## config.mk

```make
export PLATFORM = sky130hd
export DESIGN_NAME = timer_display_scan
export DESIGN_NICKNAME = d
export VERILOG_FILES = /design/src/rtl/timer_display_scan_pkg.sv /design/src/rtl/seg7_decode.sv /design/src/rtl/timer_display_scan.sv
export SDC_FILE = /design/constraint.sdc
export NUM_CORES = 1
export LEC_CHECK = 0
export BUFFER_PORTS_ARGS = -buffer_cell sky130_fd_sc_hd__buf_4
export CORE_MARGIN = 2
export CORE_UTILIZATION = 40
export DETAILED_ROUTE_END_ITERATION = 8
export PLACE_DENSITY_LB_ADDON = 0.08
export SYNTH_ARGS = -nofsm -noshare
export SYNTH_HDL_FRONTEND = slang
export SYNTH_SLANG_ARGS = --single-unit
```

## constraint.sdc

```tcl
create_clock -name clk -period 6.05 [get_ports clk]
set_input_delay 0.3025 -clock clk [delete_from_list [all_inputs] [get_ports clk]]
set_output_delay 0.3025 -clock clk [all_outputs]
set_load 0.005 [all_outputs]
```

## src/rtl/timer_display_scan_pkg.sv

```systemverilog
// Shared constants for the timer display scanner: segment patterns,
// digit indices and the scan phase encoding.
package timer_display_scan_pkg;

    // Segment bit order is {a, b, c, d, e, f, g}, active high.
    localparam logic [6:0] SEG_0    = 7'h7E;
    localparam logic [6:0] SEG_1    = 7'h30;
    localparam logic [6:0] SEG_2    = 7'h6D;
    localparam logic [6:0] SEG_3    = 7'h79;
    localparam logic [6:0] SEG_4    = 7'h33;
    localparam logic [6:0] SEG_5    = 7'h5B;
    localparam logic [6:0] SEG_6    = 7'h5F;
    localparam logic [6:0] SEG_7    = 7'h70;
    localparam logic [6:0] SEG_8    = 7'h7F;
    localparam logic [6:0] SEG_9    = 7'h7B;
    localparam logic [6:0] SEG_DASH = 7'h01;

    localparam logic [1:0] DIG_SEC0 = 2'd0;
    localparam logic [1:0] DIG_SEC1 = 2'd1;
    localparam logic [1:0] DIG_MIN0 = 2'd2;

    typedef enum logic {
        BLANK = 1'b0,
        SHOW  = 1'b1
    } phase_t;

    function automatic logic [2:0] digit_onehot(input logic [1:0] idx);
        return 3'b001 << idx;
    endfunction

endpackage

```

## src/rtl/seg7_decode.sv

```systemverilog
// Combinational digit-to-7-segment decoder; anything above 9 shows a dash.
module seg7_decode
    import timer_display_scan_pkg::*;
#(
    parameter int DIGIT_W = 6
) (
    input  logic [DIGIT_W-1:0] i_digit,
    output logic [6:0]         o_seg
);

    // NOTE: every output of an always_comb gets a default first so no path leaves it unassigned (no latch).
    always_comb begin
        o_seg = SEG_DASH;
        if (i_digit <= DIGIT_W'(9)) begin
            case (i_digit[3:0])
                4'd0:    o_seg = SEG_0;
                4'd1:    o_seg = SEG_1;
                4'd2:    o_seg = SEG_2;
                4'd3:    o_seg = SEG_3;
                4'd4:    o_seg = SEG_4;
                4'd5:    o_seg = SEG_5;
                4'd6:    o_seg = SEG_6;
                4'd7:    o_seg = SEG_7;
                4'd8:    o_seg = SEG_8;
                4'd9:    o_seg = SEG_9;
                default: o_seg = SEG_DASH;
            endcase
        end
    end

endmodule

```

## src/rtl/timer_display_scan.sv

```systemverilog
// Time-multiplexed 3-digit 7-segment driver for the playback Timer: per-frame
// snapshot, blanking cycle between digits, and whole-display blink while paused.
module timer_display_scan
    import timer_display_scan_pkg::*;
#(
    parameter int SCAN_DIV  = 4,
    parameter int BLINK_DIV = 2,
    parameter int DIGIT_W   = 6
) (
    input  logic               clk,
    input  logic               reset,
    input  logic               paused,
    input  logic [DIGIT_W-1:0] seconds0,
    input  logic [DIGIT_W-1:0] seconds1,
    input  logic [DIGIT_W-1:0] minutes0,
    output logic [6:0]         segments,
    output logic [2:0]         digit_en,
    output logic               dp,
    output logic               range_err
);

    localparam int DW = (SCAN_DIV > 1) ? $clog2(SCAN_DIV) : 1;
    localparam int FW = (BLINK_DIV > 1) ? $clog2(BLINK_DIV) : 1;

    phase_t             r_phase;
    logic [1:0]         r_idx;
    logic [DW-1:0]      r_dwell;
    logic               r_armed;
    logic [FW-1:0]      r_frame;
    logic               r_blink;
    logic [DIGIT_W-1:0] r_snap_s0;
    logic [DIGIT_W-1:0] r_snap_s1;
    logic [DIGIT_W-1:0] r_snap_m0;
    logic               r_range_err;
    logic [6:0]         r_segments;
    logic [2:0]         r_digit_en;
    logic               r_dp;

    phase_t             w_phase_nxt;
    logic [1:0]         w_idx_nxt;
    logic [DW-1:0]      w_dwell_nxt;
    logic [FW-1:0]      w_frame_nxt;
    logic               w_blink_nxt;
    logic               w_dwell_last;
    logic               w_boundary;
    logic               w_visible;
    logic [DIGIT_W-1:0] w_digit_sel;
    logic [6:0]         w_seg;

    assign w_dwell_last = (r_dwell == DW'(SCAN_DIV - 1));
    // The first edge out of reset is treated as a frame start so a snapshot is taken at once.
    assign w_boundary   = !r_armed ||
                          ((r_phase == SHOW) && (r_idx == DIG_MIN0) && w_dwell_last);

    always_comb begin
        w_phase_nxt = r_phase;
        w_idx_nxt   = r_idx;
        w_dwell_nxt = r_dwell;
        if (!r_armed) begin
            w_phase_nxt = BLANK;
            w_idx_nxt   = DIG_SEC0;
            w_dwell_nxt = '0;
        end else if (r_phase == BLANK) begin
            w_phase_nxt = SHOW;
            w_dwell_nxt = '0;
        end else if (w_dwell_last) begin
            w_phase_nxt = BLANK;
            w_dwell_nxt = '0;
            w_idx_nxt   = (r_idx == DIG_MIN0) ? DIG_SEC0 : r_idx + 2'd1;
        end else begin
            w_dwell_nxt = r_dwell + DW'(1);
        end
    end

    always_comb begin
        w_frame_nxt = r_frame;
        w_blink_nxt = r_blink;
        if (!paused) begin
            w_frame_nxt = '0;
            w_blink_nxt = 1'b0;
        end else if (w_boundary) begin
            if (r_frame == FW'(BLINK_DIV - 1)) begin
                w_frame_nxt = '0;
                w_blink_nxt = !r_blink;
            end else begin
                w_frame_nxt = r_frame + FW'(1);
            end
        end
    end

    // Outputs are registered from next-state values so they line up with the FSM phase.
    always_comb begin
        case (w_idx_nxt)
            DIG_SEC1: w_digit_sel = r_snap_s1;
            DIG_MIN0: w_digit_sel = r_snap_m0;
            default:  w_digit_sel = r_snap_s0;
        endcase
    end

    seg7_decode #(.DIGIT_W(DIGIT_W)) u_decode (
        .i_digit (w_digit_sel),
        .o_seg   (w_seg)
    );

    assign w_visible = (w_phase_nxt == SHOW) && !w_blink_nxt;

    // NOTE: sequential state uses non-blocking assignments so every register samples pre-edge values.
    always_ff @(posedge clk) begin
        if (reset) begin
            r_phase     <= BLANK;
            r_idx       <= DIG_SEC0;
            r_dwell     <= '0;
            r_armed     <= 1'b0;
            r_frame     <= '0;
            r_blink     <= 1'b0;
            r_snap_s0   <= '0;
            r_snap_s1   <= '0;
            r_snap_m0   <= '0;
            r_range_err <= 1'b0;
            r_segments  <= '0;
            r_digit_en  <= '0;
            r_dp        <= 1'b0;
        end else begin
            r_phase    <= w_phase_nxt;
            r_idx      <= w_idx_nxt;
            r_dwell    <= w_dwell_nxt;
            r_armed    <= 1'b1;
            r_frame    <= w_frame_nxt;
            r_blink    <= w_blink_nxt;
            r_segments <= (w_phase_nxt == SHOW) ? w_seg : 7'h00;
            r_digit_en <= w_visible ? digit_onehot(w_idx_nxt) : 3'b000;
            r_dp       <= w_visible && (w_idx_nxt == DIG_MIN0);
            if (w_boundary) begin
                r_snap_s0   <= seconds0;
                r_snap_s1   <= seconds1;
                r_snap_m0   <= minutes0;
                r_range_err <= (seconds0 > DIGIT_W'(9)) ||
                               (seconds1 > DIGIT_W'(9)) ||
                               (minutes0 > DIGIT_W'(9));
            end
        end
    end

    assign segments  = r_segments;
    assign digit_en  = r_digit_en;
    assign dp        = r_dp;
    assign range_err = r_range_err;

endmodule

```

# Yosys cells after proc, flatten, opt, wreduce, memory -nomap -nowiden
# Memory sizes are Yosys's and may differ from the RTL's.
# Cells that the tools add are included.
[totals]
regBits = 38
rom_bits = 112
input_bits = 21
out_inout_bits = 12
wordCells = 62
memories = 1
[classes]
addsub = 3
n_lt_le_gt_ge = 4
eq_ne = 4
shift = 1
n_mux = 14
n_bitwise = 6
reduce_logical = 15
[memory_table]
columns = ["name", "words", "width", "rd", "rd_clocked_by_memory_dff", "wr", "line_no", "source"]
rows = [
  ["(name not given)", 16, 7, 1, 0, 0, "seg7_decode.sv:15", "case (i_digit[3:0])"],
]
[op_table]
columns = ["cell", "count"]
rows = [
  ["$gt 6x4->1 const B", 3],
  ["$pmux 6 s2", 1],
  ["$mux 1", 9],
  ["$mux 2", 4],
  ["$eq 2x2->1 const B", 3],
  ["$le 6x4->1 const B", 1],
  ["$not 1->1", 6],
  ["$reduce_or 2->1", 3],
  ["$add 2x1->2 const B", 2],
  ["$logic_and 1x1->1", 4],
  ["$reduce_or 4->1", 1],
  ["$logic_not 1->1", 3],
  ["$logic_or 1x1->1", 3],
  ["$reduce_or 3->1", 1],
  ["$shl 1x2->3 const A", 1],
  ["$eq 2x1->1 const B", 1],
  ["$add 1x1->1 const B", 1],
]

# Depth between registers and ports, before layout
[depth]
depth_word = 10
ltp_mapped = 15
depth_no_buf = 14

# Cells and area by module
# A second synthesis with hierarchy kept.
[unflattened]
cells_unflattened = 211
area_unflattened_um2 = 1788.0
[modules_own_cells]
columns = ["module", "instances", "cells_each", "area_each_um2", "seq_area_each_um2"]
rows = [
  ["timer_display_scan", 1, 172, 1505.2, 760.7],
  ["seg7_decode", 1, 39, 282.8, 0.0],
]

# Worst setup path before layout
# No wires, ideal clock.
[synth_timing]
kind = "reg2reg"
startpoint = "register r_dwell[0]"
endpoint = "register r_segments[6], in the netlist segments[6]"
setup_time_ps = 112
arrival_ps = 2939
required_ps = 5938
path_slack_ps = 2999
path_stages_with_launch = 13
n_path_buf = 1
synth_period_minus_slack_ps = 3051
cell_sequence = "dfxtp_1 > ha_1 > nand2_1 > mux2_2 > nand2_1 > ha_1 > buf_2 > a221o_2 > nand2_1 > ha_1 > a21bo_1 > a21o_1 > a2111oi_1"
[synth_via]
elab_chain_len = 9
word_cells_on_any_way = 15
classes_between = "1 x order compare; 3 x eq/ne; 7 x mux; 2 x bitwise; 1 x reduce/logical; 1 x memory"
[synth_lines]
columns = ["item", "line_no", "source"]
rows = [
  ["start, declared", "timer_display_scan.sv:27", "logic [DW-1:0] r_dwell;"],
  ["start signal, assigned", "timer_display_scan.sv:126", "r_dwell <= w_dwell_nxt;"],
  ["$eq 2x2->1 (*)", "timer_display_scan.sv:50", "assign w_dwell_last = (r_dwell == DW'(SCAN_DIV - 1));"],
  ["$mux 2", "timer_display_scan.sv:66", "end else if (w_dwell_last) begin"],
  ["$mux 2", "timer_display_scan.sv:63", "end else if (r_phase == BLANK) begin"],
  ["$mux 2", "timer_display_scan.sv:59", "if (!r_armed) begin"],
  ["$eq 2x2->1 / $eq 2x1->1 (equally long branches)", "timer_display_scan.sv:93", "case (w_idx_nxt)"],
  ["$pmux 6 s2", "timer_display_scan.sv:93", ""],
  ["$le 6x4->1", "seg7_decode.sv:14", "if (i_digit <= DIGIT_W'(9)) begin"],
  ["$not 1->1 (no source line)", "n/a", ""],
  ["$reduce_or 3->1 (no source line)", "n/a", ""],
  ["end signal, assigned", "timer_display_scan.sv:130", "r_segments <= (w_phase_nxt == SHOW) ? w_seg : 7'h00;"],
  ["end, declared", "timer_display_scan.sv:35", "logic [6:0] r_segments;"],
]
# Mark *: on every way between the ends. The rest lies on a longest branch, timed or not.
# A chain may end at the register's enable or synchronous reset.

# Final worst setup path
[layout_timing]
startpoint = "register r_dwell[0]"
endpoint = "register r_segments[6], in the netlist segments[6]"
[layout_via]
elab_chain_len = 9
word_cells_on_any_way = 15
classes_between = "1 x order compare; 3 x eq/ne; 7 x mux; 2 x bitwise; 1 x reduce/logical; 1 x memory"
[layout_lines]
columns = ["item", "line_no", "source"]
rows = [
  ["$eq 2x2->1 (*)", "timer_display_scan.sv:50", ""],
  ["$mux 2 (*)", "timer_display_scan.sv:66", ""],
  ["$mux 2 (*)", "timer_display_scan.sv:63", ""],
  ["$mux 2 (*)", "timer_display_scan.sv:59", ""],
  ["net w_idx_nxt[1]", "timer_display_scan.sv:40", "logic [1:0] w_idx_nxt;"],
  ["$eq 2x2->1 / $eq 2x1->1 (equally long branches)", "timer_display_scan.sv:93", ""],
  ["$pmux 6 s2 (*)", "timer_display_scan.sv:93", ""],
  ["$le 6x4->1", "seg7_decode.sv:14", ""],
  ["$not 1->1 (no source line)", "n/a", ""],
  ["$reduce_or 3->1 (no source line)", "n/a", ""],
]
# The timed path passes the listed nets; every way through them passes the cells marked *.

==> results_dict.tcl <==
set metrics [dict create \
    outcome "complete, no violations" \
    postLayoutCellArea_um2 2111 \
    layout_common_cells "sky130_fd_sc_hd__nand2_1 (46), sky130_fd_sc_hd__dfxtp_1 (38), sky130_fd_sc_hd__buf_4 (32)" \
    maxSlewViolCount 0 \
    most_common_cell_after_layout_fill_and_taps_aside "sky130_fd_sc_hd__nand2_1" \
    finalWorstPathRequiredPeriod_ps 3298 \
    routed-via-count 1506 \
    hold_buffer_count_at_cts 0 \
    netlist_instances 212 \
    final_critical_path_share_of_the_clock_period_pct 54.52 \
    hold_class "in -> reg" \
    totalWireLength_um 3623 \
    fmaxAchievable_ghz 0.3032 \
    drt_first_pass_iters 4 \
    number_of_antenna_violations_at_the_first_check_in_global_routing 0 \
    largest_net_degree_at_the_start_of_global_routing 26 \
    yosys_warnings 0 \
    post_cts.resized_instances 0 \
    worstHoldEndpoint "r_snap_m0[0]$_SDFFE_PP0N_" \
    holdPathStages 3 \
    worst-setup-path-type "reg -> reg" \
    input_output_buffers 32 \
    antenna_left 0 \
    grt_util_met1_pct 20.34 \
    rr_worst_depth 12 \
    die-height_um 70.74 \
    insertedDiodeCount 0 \
    critical_path.max_fanout 8 \
    syn-num-nets 242 \
    tritoncts_num_sinks 38 \
    tot_gr_track_use_pct 15.36 \
    minimum_setup_slack_among_reg_to_reg_paths_ps 2750 \
    cts-buffers-inserted 5 \
    syn_to_final_growth_pct 18.47 \
    worst_ir_drop_vdd_mv 0.1169 \
    tritoncts_clock_tree "yes" \
    post_cts.repair.setup_buffers 0 \
    ys.flop_type "sky130_fd_sc_hd__dfxtp_1" \
    grt_first_pass_wirelength_um 6106 \
    finalSetupViolCount 0 \
    clock_latency_late_sink_ps 280 \
    postPlaceCellArea_um2 2028 \
    detailedPlacementHpwl_um 2721 \
    data_required_time_of_the_worst_path_ps 6220 \
    slew_headroom_pct 55.92 \
    power_density_nw_per_um2 234.4 \
    detailedRoute.firstIterationViolations 78 \
    finalHoldViolCount 0 \
    clk_pin_slew_ps 60 \
    cts.htree.levels 2 \
    synth-seq-cells 38 \
    number_of_maximum_capacitance_constraint_violations 0 \
    gp_congestion 0.8160 \
    setup_repair_after_global_routing_missed_its_margin "no" \
    global_route.peak_usage_layer "met2" \
    design.final.nets 270 \
    cp_data_arrival_time_ps 3470 \
    vias_per_cell 5.175 \
    async_reset_ff_share_pct 0 \
    die-width_um 70.74 \
    distinct_cell_type_count_of_the_synthesized_netlist 45 \
    clock_path_buffers 2 \
    ioPinCount 33 \
    groute.layer.met2.usage_pct 22.64 \
    first_global_vias 1376 \
    core-area_um2 4324 \
    tns_ps 0 \
    floorplan.initialDensity_pct 41.20 \
    synth.cell_area_um2 1782 \
    setup.worst_path.start_class "flip-flop" \
    routedWlPerCell_um 12.45 \
    post_route_cells_drive_above_1_share_pct 20.08 \
    worst_slew_pin_slew_ps 661.3 \
    synth_enable_flop_cells 0 \
    die-area_um2 5004 \
    grt_overflow_total 0 \
    synth_area_per_cell_um2 8.404 \
    reg2reg_to "segments[6]$_SDFF_PP0_" \
    critical_path.reg2reg.startpoint "r_dwell[0]$_SDFF_PP0_" \
    cts.root.buffer_cell "sky130_fd_sc_hd__clkbuf_8" \
    crit_path_capture_type "flip-flop" \
    p_leak_uw 0.0009252 \
    fill_cells 437 \
    worst_clock_skew_ps 5.922 \
    globalRouteMet3Util_pct 4.986 \
    ys_seq_area_share_pct 42.70 \
    drc_errors_left 0 \
    min_delay_startpoint "minutes0[0]" \
    floorplan.rows 24 \
]
==> stage by stage <==
step	setup slack (ps)	total power, uW	hold slack [ps]	instances	utilization [%]
floorplan	2999	311.3	406.3	212	-
global placement	2840	336.9	415.9	285	46.90
detailed placement	2809	336.3	427.7	285	46.90
CTS	2775	502.0	262.1	291	48.81
global route	2508	522.8	265.4	291	48.81
finish	2752	494.8	269.4	291	48.81
==> report_power, final <==
part	internal, uW	total (uW)	switching [uW]	leakage [uW]
sequential	262	269	6.79	0.000312
clock	87.7	165	76.8	0.0000431
combinational	29.9	61.3	31.4	0.000570
==> metal layers <==
metal	vias to the layer above	wire, um
li1	788	-
met1	674	1756
met2	34	1578
met4	0	96
met5	-	0
met3	10	191
==> worst max path at each step <==
stage	from	endpoint	slack [ps]	cells after the start
after floorplan	r_dwell[0]$_SDFF_PP0_	segments[6]$_SDFF_PP0_	3000	12
after global placement	r_dwell[0]$_SDFF_PP0_	segments[6]$_SDFF_PP0_	2840	11
after detailed placement	r_dwell[0]$_SDFF_PP0_	segments[6]$_SDFF_PP0_	2810	12
after CTS	r_dwell[0]$_SDFF_PP0_	segments[1]$_SDFF_PP0_	2780	12
after global routing	r_dwell[0]$_SDFF_PP0_	segments[6]$_SDFF_PP0_	2510	11
final	r_dwell[0]$_SDFF_PP0_	segments[6]$_SDFF_PP0_	2750	12
==> critical path, cell delays in order (launching register included) <==
cell and delay (ps):
sky130_fd_sc_hd__dfxtp_1 320, sky130_fd_sc_hd__ha_1 240, sky130_fd_sc_hd__nand2_1 130, sky130_fd_sc_hd__mux2_2 340, sky130_fd_sc_hd__nand2_1 150, sky130_fd_sc_hd__inv_1 60, sky130_fd_sc_hd__ha_1 300, sky130_fd_sc_hd__a221o_2 450
sky130_fd_sc_hd__nand2_1 220, sky130_fd_sc_hd__ha_1 250, sky130_fd_sc_hd__a21bo_1 210, sky130_fd_sc_hd__a21o_1 170, sky130_fd_sc_hd__a2111oi_1 350
==> final cells by class <==
| type | count | area (um2) | share of cell area [%] |
|---|---|---|---|
| repair buffers | 32 | 240.2 | 11.38 |
| flip-flops and latches | 38 | 760.7 | 36.04 |
| clock buffers | 6 | 82.58 | 3.912 |
| inverters | 10 | 37.54 | 1.778 |
| well taps | 52 | 65.06 | 3.082 |
| multi-input cells | 153 | 924.6 | 43.81 |
==> flip-flops by register name, summed over array words and instances (netlist names) <==
| name | flops |
|---|---|
| r_snap_s1 | 6 |
| r_armed | 1 |
| r_idx | 2 |
| digit_en | 3 |
| r_frame | 1 |
| r_dwell | 2 |
| r_blink | 1 |
| r_snap_m0 | 6 |
| r_phase | 1 |
| r_snap_s0 | 6 |
| dp | 1 |
| range_err | 1 |
| segments | 7 |
==> synthesized netlist by cell type (3+ instances only) <==
cell type / count / area share (%)
sky130_fd_sc_hd__a22oi_1: 3 / 1.3
sky130_fd_sc_hd__dfxtp_1: 38 / 43
sky130_fd_sc_hd__nor3_1: 3 / 0.84
sky130_fd_sc_hd__a21oi_1: 24 / 6.7
sky130_fd_sc_hd__clkbuf_1: 7 / 1.5
sky130_fd_sc_hd__nor2b_1: 4 / 1.4
sky130_fd_sc_hd__o21ai_0: 8 / 2.2
sky130_fd_sc_hd__inv_1: 10 / 2.1
sky130_fd_sc_hd__nor2_1: 12 / 2.5
sky130_fd_sc_hd__nand3_1: 3 / 0.84
sky130_fd_sc_hd__nand2b_1: 4 / 1.4
sky130_fd_sc_hd__ha_1: 9 / 6.3
sky130_fd_sc_hd__nand2_1: 46 / 9.7
==> kinds of logic (layout without fill, tap and decap cells) <==
logic type | after synthesis | count (layout) | share of synthesized area [%]
AND/OR/NAND/NOR | 84 | 84 | 22.26
AO/OA/AOI/OAI | 57 | 57 | 21.63
flip-flops | 38 | 38 | 42.70
buffers and inverters | 21 | 48 | 5.408
adder cells (fa/ha/maj) | 9 | 9 | 6.320
multiplexers | 2 | 2 | 1.194
XOR/XNOR | 1 | 1 | 0.4917
(Power assumes the default switching activity.)
